[src/rtl/buffered_spi_responder_pkg.sv]
// Shared definitions for the buffered SPI responder: status bit positions,
// synchroniser depth and FIFO pointer sizing.
package buffered_spi_responder_pkg;

    localparam int RX_OVERRUN  = 0;
    localparam int TX_UNDERRUN = 1;
    localparam int FRAME_ERR   = 2;

    localparam int SYNC_STAGES = 2;

    // One extra pointer bit distinguishes full from empty when the indices match.
    function automatic int ptrWidth(input int depth);
        return $clog2(depth) + 1;
    endfunction

endpackage

[src/rtl/buffered_spi_responder_sync.sv]
// Synchronous FIFO with first-word-fall-through read data; used for both
// the RX and TX queues of the SPI responder.
module sync_fifo
    import buffered_spi_responder_pkg::*;
#(
    parameter int DATA_W = 8,
    parameter int DEPTH  = 16
) (
    input  logic              clk,
    input  logic              reset,
    input  logic              i_push,
    input  logic [DATA_W-1:0] i_data,
    input  logic              i_pop,
    output logic [DATA_W-1:0] o_data,
    output logic              o_full,
    output logic              o_empty
);

    localparam int PW = ptrWidth(DEPTH);
    localparam int AW = PW - 1;

    logic [DATA_W-1:0] r_mem [DEPTH];
    logic [PW-1:0]     r_wrPtr;
    logic [PW-1:0]     r_rdPtr;
    logic              w_wrEn;
    logic              w_rdEn;

    assign o_empty = (r_wrPtr == r_rdPtr);
    assign o_full  = (r_wrPtr[PW-1] != r_rdPtr[PW-1]) &&
                     (r_wrPtr[AW-1:0] == r_rdPtr[AW-1:0]);
    assign o_data  = r_mem[r_rdPtr[AW-1:0]];

    // A full FIFO still takes a write when the same cycle frees a slot.
    assign w_rdEn = i_pop && !o_empty;
    assign w_wrEn = i_push && (!o_full || w_rdEn);

    always_ff @(posedge clk or posedge reset) begin
        if (reset) begin
            r_wrPtr <= '0;
            r_rdPtr <= '0;
        end else begin
            if (w_wrEn) r_wrPtr <= r_wrPtr + PW'(1);
            if (w_rdEn) r_rdPtr <= r_rdPtr + PW'(1);
        end
    end

    always_ff @(posedge clk) begin
        if (w_wrEn) r_mem[r_wrPtr[AW-1:0]] <= i_data;
    end

endmodule

[src/rtl/buffered_spi_responder.sv]
// Mode-0 SPI responder oversampled in the system clock domain, with RX and
// TX word FIFOs and sticky error flags.
module buffered_spi_responder
    import buffered_spi_responder_pkg::*;
#(
    parameter int                DATA_W     = 8,
    parameter int                FIFO_DEPTH = 16,
    parameter logic [DATA_W-1:0] IDLE_WORD  = '1
) (
    input  logic              clk,
    input  logic              reset,
    input  logic              spi_clk,
    input  logic              spi_cs,
    input  logic              spi_mosi,
    input  logic              spi_sync,
    output logic              spi_miso,
    output logic [DATA_W-1:0] rx_data,
    output logic              rx_valid,
    input  logic              rx_ready,
    input  logic [DATA_W-1:0] tx_data,
    input  logic              tx_valid,
    output logic              tx_ready,
    output logic [2:0]        status,
    input  logic              status_clr
);

    localparam int            CW        = $clog2(DATA_W) + 1;
    localparam logic [CW-1:0] WORD_BITS = CW'(DATA_W);

    logic [SYNC_STAGES:0]   r_clkPipe;
    logic [SYNC_STAGES:0]   r_csPipe;
    logic [SYNC_STAGES-1:0] r_mosiPipe;
    logic [SYNC_STAGES-1:0] r_syncPipe;

    logic [CW-1:0]     r_bitCnt;
    logic [DATA_W-1:0] r_rxShift;
    logic [DATA_W-1:0] r_rxWord;
    logic              r_rxPush;
    logic              r_armed;
    logic [DATA_W-1:0] r_txShift;
    logic              r_miso;
    logic [2:0]        r_status;

    logic w_clkRise, w_clkFall, w_csSel, w_csFall, w_csRise, w_mosi, w_sync;
    logic w_bitEn, w_resync, w_wordDone, w_txLoad, w_txPop, w_rxPop;
    logic w_rxFull, w_rxEmpty, w_txFull, w_txEmpty;
    logic [DATA_W-1:0] w_rxHead, w_txHead, w_txWord;
    logic [2:0] w_statusSet;

    // The cs pipe resets to "selected" so that a frame already in progress at
    // reset release is ignored until the next cs fall or sync marker.
    always_ff @(posedge clk or posedge reset) begin
        if (reset) begin
            r_clkPipe  <= '0;
            r_csPipe   <= '0;
            r_mosiPipe <= '0;
            r_syncPipe <= '0;
        end else begin
            r_clkPipe  <= {r_clkPipe[SYNC_STAGES-1:0], spi_clk};
            r_csPipe   <= {r_csPipe[SYNC_STAGES-1:0], spi_cs};
            r_mosiPipe <= {r_mosiPipe[SYNC_STAGES-2:0], spi_mosi};
            r_syncPipe <= {r_syncPipe[SYNC_STAGES-2:0], spi_sync};
        end
    end

    assign w_clkRise  = r_clkPipe[SYNC_STAGES-1] && !r_clkPipe[SYNC_STAGES];
    assign w_clkFall  = !r_clkPipe[SYNC_STAGES-1] && r_clkPipe[SYNC_STAGES];
    assign w_csSel    = !r_csPipe[SYNC_STAGES-1];
    assign w_csFall   = w_csSel && r_csPipe[SYNC_STAGES];
    assign w_csRise   = !w_csSel && !r_csPipe[SYNC_STAGES];
    assign w_mosi     = r_mosiPipe[SYNC_STAGES-1];
    assign w_sync     = r_syncPipe[SYNC_STAGES-1];

    assign w_bitEn    = w_csSel && w_clkRise && (r_armed || w_sync);
    assign w_resync   = w_bitEn && w_sync && (r_bitCnt != '0);
    assign w_wordDone = (r_bitCnt == WORD_BITS);

    // A completed word spends one cycle at WORD_BITS before being queued.
    always_ff @(posedge clk or posedge reset) begin
        if (reset) begin
            r_bitCnt  <= '0;
            r_rxShift <= '0;
            r_rxWord  <= '0;
            r_rxPush  <= 1'b0;
            r_armed   <= 1'b0;
        end else begin
            r_rxPush <= w_wordDone;
            if (w_wordDone) r_rxWord <= r_rxShift;
            if (!w_csSel) begin
                r_bitCnt <= '0;
                r_armed  <= 1'b0;
            end else if (w_bitEn) begin
                r_armed <= 1'b1;
                if (w_resync) begin
                    r_rxShift <= {{(DATA_W-1){1'b0}}, w_mosi};
                    r_bitCnt  <= CW'(1);
                end else begin
                    r_rxShift <= {r_rxShift[DATA_W-2:0], w_mosi};
                    r_bitCnt  <= r_bitCnt + CW'(1);
                end
            end else begin
                if (w_csFall)   r_armed  <= 1'b1;
                if (w_wordDone) r_bitCnt <= '0;
            end
        end
    end

    assign w_txLoad = w_csFall || (w_csSel && w_clkFall && r_armed && (r_bitCnt == '0));
    assign w_txPop  = w_txLoad && !w_txEmpty;
    assign w_txWord = w_txEmpty ? IDLE_WORD : w_txHead;

    always_ff @(posedge clk or posedge reset) begin
        if (reset) begin
            r_txShift <= '0;
            r_miso    <= 1'b0;
        end else if (!w_csSel) begin
            r_miso <= 1'b0;
        end else if (w_txLoad) begin
            r_txShift <= w_txWord;
            r_miso    <= w_txWord[DATA_W-1];
        end else if (w_clkFall && r_armed) begin
            r_txShift <= {r_txShift[DATA_W-2:0], 1'b0};
            r_miso    <= r_txShift[DATA_W-2];
        end
    end

    assign w_rxPop = rx_valid && rx_ready;

    always_comb begin
        w_statusSet              = '0;
        w_statusSet[RX_OVERRUN]  = r_rxPush && w_rxFull && !w_rxPop;
        w_statusSet[TX_UNDERRUN] = w_txLoad && w_txEmpty;
        w_statusSet[FRAME_ERR]   = w_resync ||
                                   (w_csRise && (r_bitCnt != '0) && !w_wordDone);
    end

    // A flag raised in the same cycle as a clear request survives.
    always_ff @(posedge clk or posedge reset) begin
        if (reset) r_status <= '0;
        else       r_status <= w_statusSet | (status_clr ? 3'b000 : r_status);
    end

    sync_fifo #(.DATA_W(DATA_W), .DEPTH(FIFO_DEPTH)) u_rxFifo (
        .clk     (clk),
        .reset   (reset),
        .i_push  (r_rxPush),
        .i_data  (r_rxWord),
        .i_pop   (w_rxPop),
        .o_data  (w_rxHead),
        .o_full  (w_rxFull),
        .o_empty (w_rxEmpty)
    );

    sync_fifo #(.DATA_W(DATA_W), .DEPTH(FIFO_DEPTH)) u_txFifo (
        .clk     (clk),
        .reset   (reset),
        .i_push  (tx_valid && tx_ready),
        .i_data  (tx_data),
        .i_pop   (w_txPop),
        .o_data  (w_txHead),
        .o_full  (w_txFull),
        .o_empty (w_txEmpty)
    );

    assign spi_miso = r_miso;
    assign rx_valid = !w_rxEmpty;
    assign rx_data  = w_rxEmpty ? '0 : w_rxHead;
    assign tx_ready = !w_txFull;
    assign status   = r_status;

endmodule

[config.mk]
export PLATFORM = sky130hd
export DESIGN_NAME = buffered_spi_responder
export DESIGN_NICKNAME = d
export VERILOG_FILES = /design/src/rtl/buffered_spi_responder_pkg.sv /design/src/rtl/buffered_spi_responder_sync.sv /design/src/rtl/buffered_spi_responder.sv
export SDC_FILE = /design/constraint.sdc
export NUM_CORES = 1
export LEC_CHECK = 0
export BUFFER_PORTS_ARGS = -buffer_cell sky130_fd_sc_hd__buf_4
export CAP_MARGIN = 5
export CORE_UTILIZATION = 40
export DETAILED_ROUTE_END_ITERATION = 6
export SYNTH_ARGS = -nofsm -noshare
export SYNTH_HDL_FRONTEND = slang
export SYNTH_SLANG_ARGS = --single-unit
[constraint.sdc]
create_clock -name clk -period 2.7 [get_ports clk]
set_input_delay 0.405 -clock clk [delete_from_list [all_inputs] [get_ports clk]]
set_output_delay 0.405 -clock clk [all_outputs]
set_load 0.01 [all_outputs]
==> results list, run 1 <==
- Dividing the final minimum period by the clock period gives slightly below 100%.
- Setup violations remaining at the end of the flow were counted as 0.
- Global routing consumed, over all layers together, ~16% of the routing resources.
* Relative slew margins: between 50 and 60%
- After clock tree synthesis, the clock-pin slew on the worst setup and hold paths is 0.06 ns.
* Max Fclk: 0.3750 GHz
- Leakage: 0.005073 uW
- Largest cells by area after synthesis: sky130_fd_sc_hd__edfxtp_1 (60%), sky130_fd_sc_hd__dfrtp_1 (12%), sky130_fd_sc_hd__mux4_2 (10%)
* Synth async-reset ratio: about 20%
- Arrival time at the worst endpoint: 2.26 ns
- Clock Skews: between 0.01 and 0.015 ns
- TritonCTS built the clock tree.
* Area added between synthesis and finish: 16.52%
- Cell area after synthesis: approximately 13000 um2
- The tool flagged a number of max-cap violations equal to 0.
* Routed wire length: 24.92 mm
- HP Class: input pin to async pin
* Worst Path Class, Setup: flip-flop to output pin
- Row count: 65
- Remaining design rule violation count: 0
* First-pass iteration count of the detailed router: 4
- The slowest stage of the critical path belongs to the cell sky130_fd_sc_hd__mux4_2.
- In this run, synthesis produced a sequential element count of 319.
- Critical Path, Cell by Cell: buf_6 > buf_16 > mux4_2 > mux2i_2 > a211oi_1 > buf_4
- The initial antenna violation count was 0.
- Post-DP HPWL: 15.83 mm
* Mean instance size in the synthesized netlist: 18.38 um2
- For this run, the leading register cell type out of synthesis is sky130_fd_sc_hd__edfxtp_1.
- The first global-routing pass estimated 39.36 mm of wire.
- Grt total ovfl: 0
* Net total in the final layout: between 700 and 800
- At the worst endpoint, the required time is 2.30 ns.
- After technology mapping, the gate count stands at 694.
- The total area inside the core boundary comes to 31470 um2.
- Buffers inserted during clock tree synthesis total 34.
- The Yosys step of the flow raised 0 warnings.
- In this run the deepest clock path goes through 3 buffers.
* Crit. End Element: output pin
- Routability-driven placement finished with a final weighted congestion of between 0.7 and 0.8.
- The flow ran to the end, and the final reports show no timing, DRC or antenna violations.
- The die is 180.6 um tall.
- Clk root buf: sky130_fd_sc_hd__clkbuf_16
- The count of cells in the finished layout, fillers not included, comes to 1194.
- Maximum resistive drop on vdd: 0.5781 mV
- For this design the top-level I/O count stands at 31.
* Sequential area share after synthesis: 72.62%
- Category of the worst setup path launch point: flip-flop
- Die area: 32610 um2
* Cell taking the most area after synthesis: sky130_fd_sc_hd__edfxtp_1
- Final Max Tran Viols: 0
- For this block, the initial DRC count from the detailed router was 432.
* Final sum of negative setup slack: 0 ns
- Most common cell in the netlist: sky130_fd_sc_hd__edfxtp_1
- The clock drives 319 sinks.
* Longest individual stage delay on the worst path: 0.51 ns
- Max FO, Critical Path: 8
- Setup repair after global routing missed its margin: true
- Proportion of netlist area held by the largest area contributor: about three fifths
* Starting utilization of the core area: between 40 and 50%
* Transition time of the tightest slew-check pin: 0.6956 ns
* Skew-Pair Late Insertion Delay: 0.50 ns
* Min Clock Period, post-route: between 2 and 3 ns
- Dividing the detail-routed wire length by the instance count gives 20.87 um.
- Entering global routing, the biggest net connects 36 pins.
* Number of diodes: 0
- Share of layout cells above drive strength 1: 25.88%
* Power density cells: 909.2 nW/um2
- Number of distinct library cells after synthesis: roughly 50
- From left edge to right edge, the die measures 180.6 um.
- Hold is met by 0.01536 ns.
- Post-layout worst setup margin: approximately 0.033 ns
- Detailed routing inserted a total of 6327 vias.
- The number of hold violations in the final report was 0.
* Vias per cell: 5.299
* Port Buffer Count: 30
* Number of H-tree branching levels: 2
- Counting instances in the post-synthesis netlist gives the leading cell types as sky130_fd_sc_hd__edfxtp_1 (256), sky130_fd_sc_hd__dfrtp_1 (63), sky130_fd_sc_hd__mux4_2 (58), sky130_fd_sc_hd__nand2_1 (42).
- Fill cells in the final layout number 2618.
* Vias in the first global route: 6700
- Antenna-violating nets left: 0
- Pre-CTS setup slack: 0.3925 ns
- Counting every net in the synthesized netlist gives just over 700.
* DP Cell Count: ~1100
- The synthesized design contains 256 enable-type register cells.
[worst max-delay path: cells and delay by family, from the launching register on]
| family | cells | cell delay (ns) |
|---|---|---|
| flip-flops | 1 | 0.44 |
| AO/OA/AOI/OAI | 1 | 0.11 |
| buffers and inverters | 3 | 0.47 |
| multiplexers | 2 | 0.73 |
[layer usage]
layer / track usage, % / vias up / routed length, um
met5: 0 / - / 0
li1: - / 2884 / -
met3: 2.365 / 44 / 777
met1: 20.99 / 3279 / 11150
met2: 26.74 / 120 / 12390
met4: 4.957 / 0 / 597
[cells in the final DEF, fill, tap and decap left out, drive strengths merged, types with 6 or more instances in the layout]
cell type	n
clkinv	14
and3	23
a22o	9
a22oi	14
inv	16
a211oi	16
nor3	21
mux4	65
o21ai	6
xor2	13
buf	70
mux2i	8
nor2	23
dfrtp	63
clkbuf	47
ha	12
xnor2	15
nand4	6
nor2b	19
nand2	42
edfxtp	256
[registers in the layout (all words and copies together), names as in the netlist, 2 cells and up]
signal and count:
r_txShift 7, u_txFifo.r_wrPtr 5, u_rxFifo.r_mem 128, u_rxFifo.r_wrPtr 5
r_bitCnt 4, u_rxFifo.r_rdPtr 5, r_rxWord 8, r_mosiPipe 2
u_txFifo.r_mem 128, r_csPipe 3, r_clkPipe 3, u_txFifo.r_rdPtr 5
r_rxShift 8, status 3, r_syncPipe 2
[worst paths after layout]
check,from,end,slack (ns),cells past startpoint
setup / recovery,u_rxFifo.r_rdPtr[0],rx_data[7],0.03,6
hold / removal,reset,r_mosiPipe[0],0.02,2
setup reg to reg,r_bitCnt[0],r_bitCnt[2],0.41,7
hold reg to reg,r_clkPipe[0],r_clkPipe[1],0.34,0
max in group asynchronous,reset,u_txFifo.r_rdPtr[1],2.05,3
min in group clk,spi_cs,r_csPipe[0],0.02,1
[final cells by class]
class	count	area, um2	area share [%]
Tap cell	402	503.0	3.384
Clock inverter	14	78.83	0.5303
Sequential cell	319	9268	62.35
Timing Repair Buffer	72	626.9	4.217
Clock buffer	47	993.5	6.683
Multi-Input combinational cell	323	3331	22.41
Inverter	17	63.81	0.4293
[cell families (layout without fill, tap and decap cells)]
family | after synthesis | in the layout | share of synthesized area (%)
flops | 319 | 319 | 72.62
compound gates | 56 | 56 | 3.502
xor+xnor | 28 | 28 | 1.922
simple gates | 151 | 151 | 6.140
buf+inv | 52 | 150 | 2.069
mux | 76 | 76 | 12.57
fa+ha+maj | 12 | 12 | 1.177
[stage by stage]
| stage | utilization, % | cell area, um2 | power, uW |
|---|---|---|---|
| 2_1_floorplan | - | 12760 | 8126 |
| 3_3_place_gp | 43.13 | 13580 | 8925 |
| 3_5_place_dp | 43.13 | 13580 | 9002 |
| 4_1_cts | 47.19 | 14850 | 13700 |
| 5_1_grt | 47.23 | 14860 | 14120 |
| 6_report | 47.23 | 14860 | 13510 |
[where the power goes]
| group | internal, uW | total [uW] | switching, uW |
|---|---|---|---|
| clock | 2580 | 4390 | 1810 |
| combinational | 1570 | 3200 | 1630 |
| sequential | 5670 | 5920 | 252 |
| total | 9820 | 13500 | 3690 |
[timing repair]
action / 4_1_cts / 5_1_grt
pin swaps: 4 / 8
gates resized for setup: 18 / 8
endpoints found under the setup margin: 9 / 9
hold buffers: 2 / 0
endpoints found under the hold margin: 2 / 0
setup buffers: 3 / 0
gates cloned: 3 / 0
Note: power is estimated with default switching activity, not from simulation.
==> run 2, diff against run 1 <==
==> constraint.sdc (replaced) <==
create_clock -name clk -period 2.7 [get_ports clk]
set_input_delay 0.405 -clock clk [delete_from_list [all_inputs] [get_ports clk]]
set_output_delay 0.405 -clock clk [all_outputs]
set_load 0.02 [all_outputs]
==> run 2 against run 1 <==
Compared with the run above:
- the run now ends with setup timing left
- register-to-register slack worse by 0.09 ns
- non-clock buffer count down 2
- final cell count down 0.42%
- sequential share of layout area up 0.31 points
- final area down 0.48%
- largest cell class unchanged
- sequential power about the same
==> results list, run 2 (synthesis gave the netlist of run 1 again) <==
- Most frequent cells in the layout: sky130_fd_sc_hd__edfxtp_1 (256), sky130_fd_sc_hd__dfrtp_1 (59), sky130_fd_sc_hd__mux4_2 (58), sky130_fd_sc_hd__buf_4 (58), sky130_fd_sc_hd__nand2_1 (42)
* Number of diodes: 0
- The library cell used most frequently in the layout, excluding fill and tap cells, is sky130_fd_sc_hd__edfxtp_1.
* Starting utilization of the core area: between 40% and 50%
* TritonCTS clock tree: done
- Vias in the first global route: 6846
- The design draws 13480 uW.
- Global routing used 15.90% of the available tracks.
- In this run switching power makes up 28.01% of total power.
* First-pass iteration count of the detailed router: 5
- Dividing the final minimum period by the clock period gives 102.6%.
* Category of the worst setup path launch point: flip-flop
- Post-DP HPWL: around 16 mm
- Following the worst setup path forward leads to its endpoint at rx_data[5].
- Number of buffers on the longest clock path: 3
* Int Pwr: between 9000 and 10000 uW
* Clk root buf: sky130_fd_sc_hd__clkbuf_16
- Gpl congestion: ~0.8
* Power share of the sequential group: 44.0%
* Pin count of the biggest net entering global routing: 36
- The worst-case IR drop observed on VDD is 0.6598 mV.
* Area added between synthesis and finish: 15.96%
- The clock reaches the later pin of the worst-skew pair after 0.56 ns.
- The initial antenna violation count came to 0.
- Placeable core region: 31470 um2
- The floorplan has 65 rows.
* Chip Height: 180.6 um
* HP Class: input pin to flip-flop
- Measured against its own limit, the worst slew margin works out to between 40% and 50%.
* Remaining design rule violation count: 0
- Outcome: complete, but fails checks
* Number of H-tree branching levels: 1
* Share of layout cells above drive strength 1: 25.54%
* Leakage: 0.005065 uW
- The critical path is of the flip-flop to output pin type.
* Clock Skews: between 0.01 and 0.015 ns
- Input and output buffers added on the ports amount to 30.
* Worst reg-to-reg path cell count: 5
- Max Fclk: 0.3609 GHz
- Arrival time at the worst endpoint: 2.37 ns
- In the post-route analysis, the smallest setup slack over all paths is -0.07100 ns.
* Grt total ovfl: 0
* Setup slack on the worst flop-to-flop path: 0.32 ns
- Vias per cell: about 5.3
- Setup repair after global routing could not meet its margin everywhere.
* Critical R2R Launch: u_txFifo.r_wrPtr[3]
* Die width: 180.6 um
* Max FO, Critical Path: 7
* Final Max Tran Viols: 0
- Number of setup violations in the final report: 4
* Worst hold slack: 0.05674 ns
- The number of hold violations in the final report is 0.
- In this run the worst setup path begins at u_rxFifo.r_rdPtr[0].
* Inserted Clock Buffers: 31
* Routed wire per std cell: ~21 um
* Wire length of the first global-routing pass: 39.82 mm
* Min Clock Period, post-route: 2.771 ns
- The floorplan step defined a die boundary enclosing 32610 um2.
- For the pin with the worst max-slew slack, the measured transition is 0.8924 ns.
- In this run, the clock network consumes 31.6% of the power.
* Boundary pin count: 31
- Pre-CTS setup slack: 0.3050 ns
* Antenna-violating nets left: 0
- Combinational share of power: 24.4%
- Number of max-cap violations: 0
- Net total in the final layout: 791
* Worst r2r dst: u_txFifo.r_mem[13][5]
- CTS saw between 300 and 400 sinks.
- Crit. End Element: output pin
- The analysis attributes to net switching a power of 3777 uW.
- Clock-pin slew was measured on the worst setup and hold paths at 0.06 ns.
- Power spread over the standard cell area amounts to 911.6 nW/um2.
* Via total after detailed routing: about 6300
- Routed wire length: 25.15 mm
* Violated checks: setup timing
- First DRT Iteration DRCs: 449
* Required time worst endpoint: 2.30 ns
-- run 2: cell count changes in the layout (fill, tap and decap cells not counted), sizes merged --
| cell | before | now |
|---|---|---|
| clkinv | 14 | 12 |
| buf | 70 | 65 |
| clkbuf | 47 | 44 |
| dlygate4sd3 | 2 | 5 |
| clkinvlp | 1 | 0 |
| inv | 16 | 17 |
| bufinv | 0 | 2 |
-- run 2: metal layers --
metal | vias to the layer above | GRT usage (%) | routed length [um]
li1 | 2871 | - | -
met2 | 164 | 28.03 | 12880
met1 | 3267 | 20.66 | 10560
met3 | 40 | 2.264 | 1135
met4 | 0 | 4.068 | 572
met5 | - | 0 | 0
-- run 2: final cells by class --
class                      instances  area (um2)
clock buffer                      44       887.1
clock inverter                    14       131.4
fill                            2622       16680
inverter                          17       63.81
multi-input combinational        323        3322
sequential                       319        9269
tap                              402       503.0
timing repair buffer              70       616.8
-- run 2: how the worst min path moves through the flow --
stage                       startpoint           end  depth (start not counted)
after floorplan           r_clkPipe[0]  r_clkPipe[1]                          0
after global placement    r_clkPipe[0]  r_clkPipe[1]                          0
after detailed placement  r_clkPipe[0]  r_clkPipe[1]                          0
after CTS                   status_clr     status[1]                          2
after global routing        status_clr     status[0]                          2
final                       status_clr     status[1]                          2
-- run 2: through the flow --
stage,cells,setup TNS [ns],util (%),instance area (um2)
2_1_floorplan,694,0,-,12760
3_3_place_gp,1123,0,43.10,13570
3_5_place_dp,1123,0,43.10,13570
4_1_cts,1190,-0.6911,47.00,14790
5_1_grt,1189,-0.8593,47.00,14790
6_report,1189,-0.1686,47.00,14790
-- run 2: power by group through the flow --
| stage | clock network (uW) | logic [uW] | registers [uW] |
|---|---|---|---|
| after floorplan | 0 | 2320 | 5890 |
| after global placement | 0 | 3080 | 6010 |
| after detailed placement | 0 | 3130 | 6030 |
| after CTS | 4350 | 3370 | 5940 |
| after global routing | 4560 | 3570 | 5980 |
| final | 4260 | 3290 | 5940 |
-- run 2: what timing repair did --
item,in CTS,in global routing
endpoints found under the hold margin,33,0
gates resized for setup,22,7
pin swaps,8,4
setup buffers,3,0
setup endpoints to repair,9,9
hold buffers,5,0
gates cloned,1,0
-- run 2: critical path, stage by stage, from the launching register on --
cell and delay (ns):
sky130_fd_sc_hd__dfrtp_2 0.44, sky130_fd_sc_hd__buf_12 0.17, sky130_fd_sc_hd__mux4_2 0.54, sky130_fd_sc_hd__nor2b_4 0.15
sky130_fd_sc_hd__a211oi_2 0.24, sky130_fd_sc_hd__a211oi_2 0.09, sky130_fd_sc_hd__buf_4 0.17
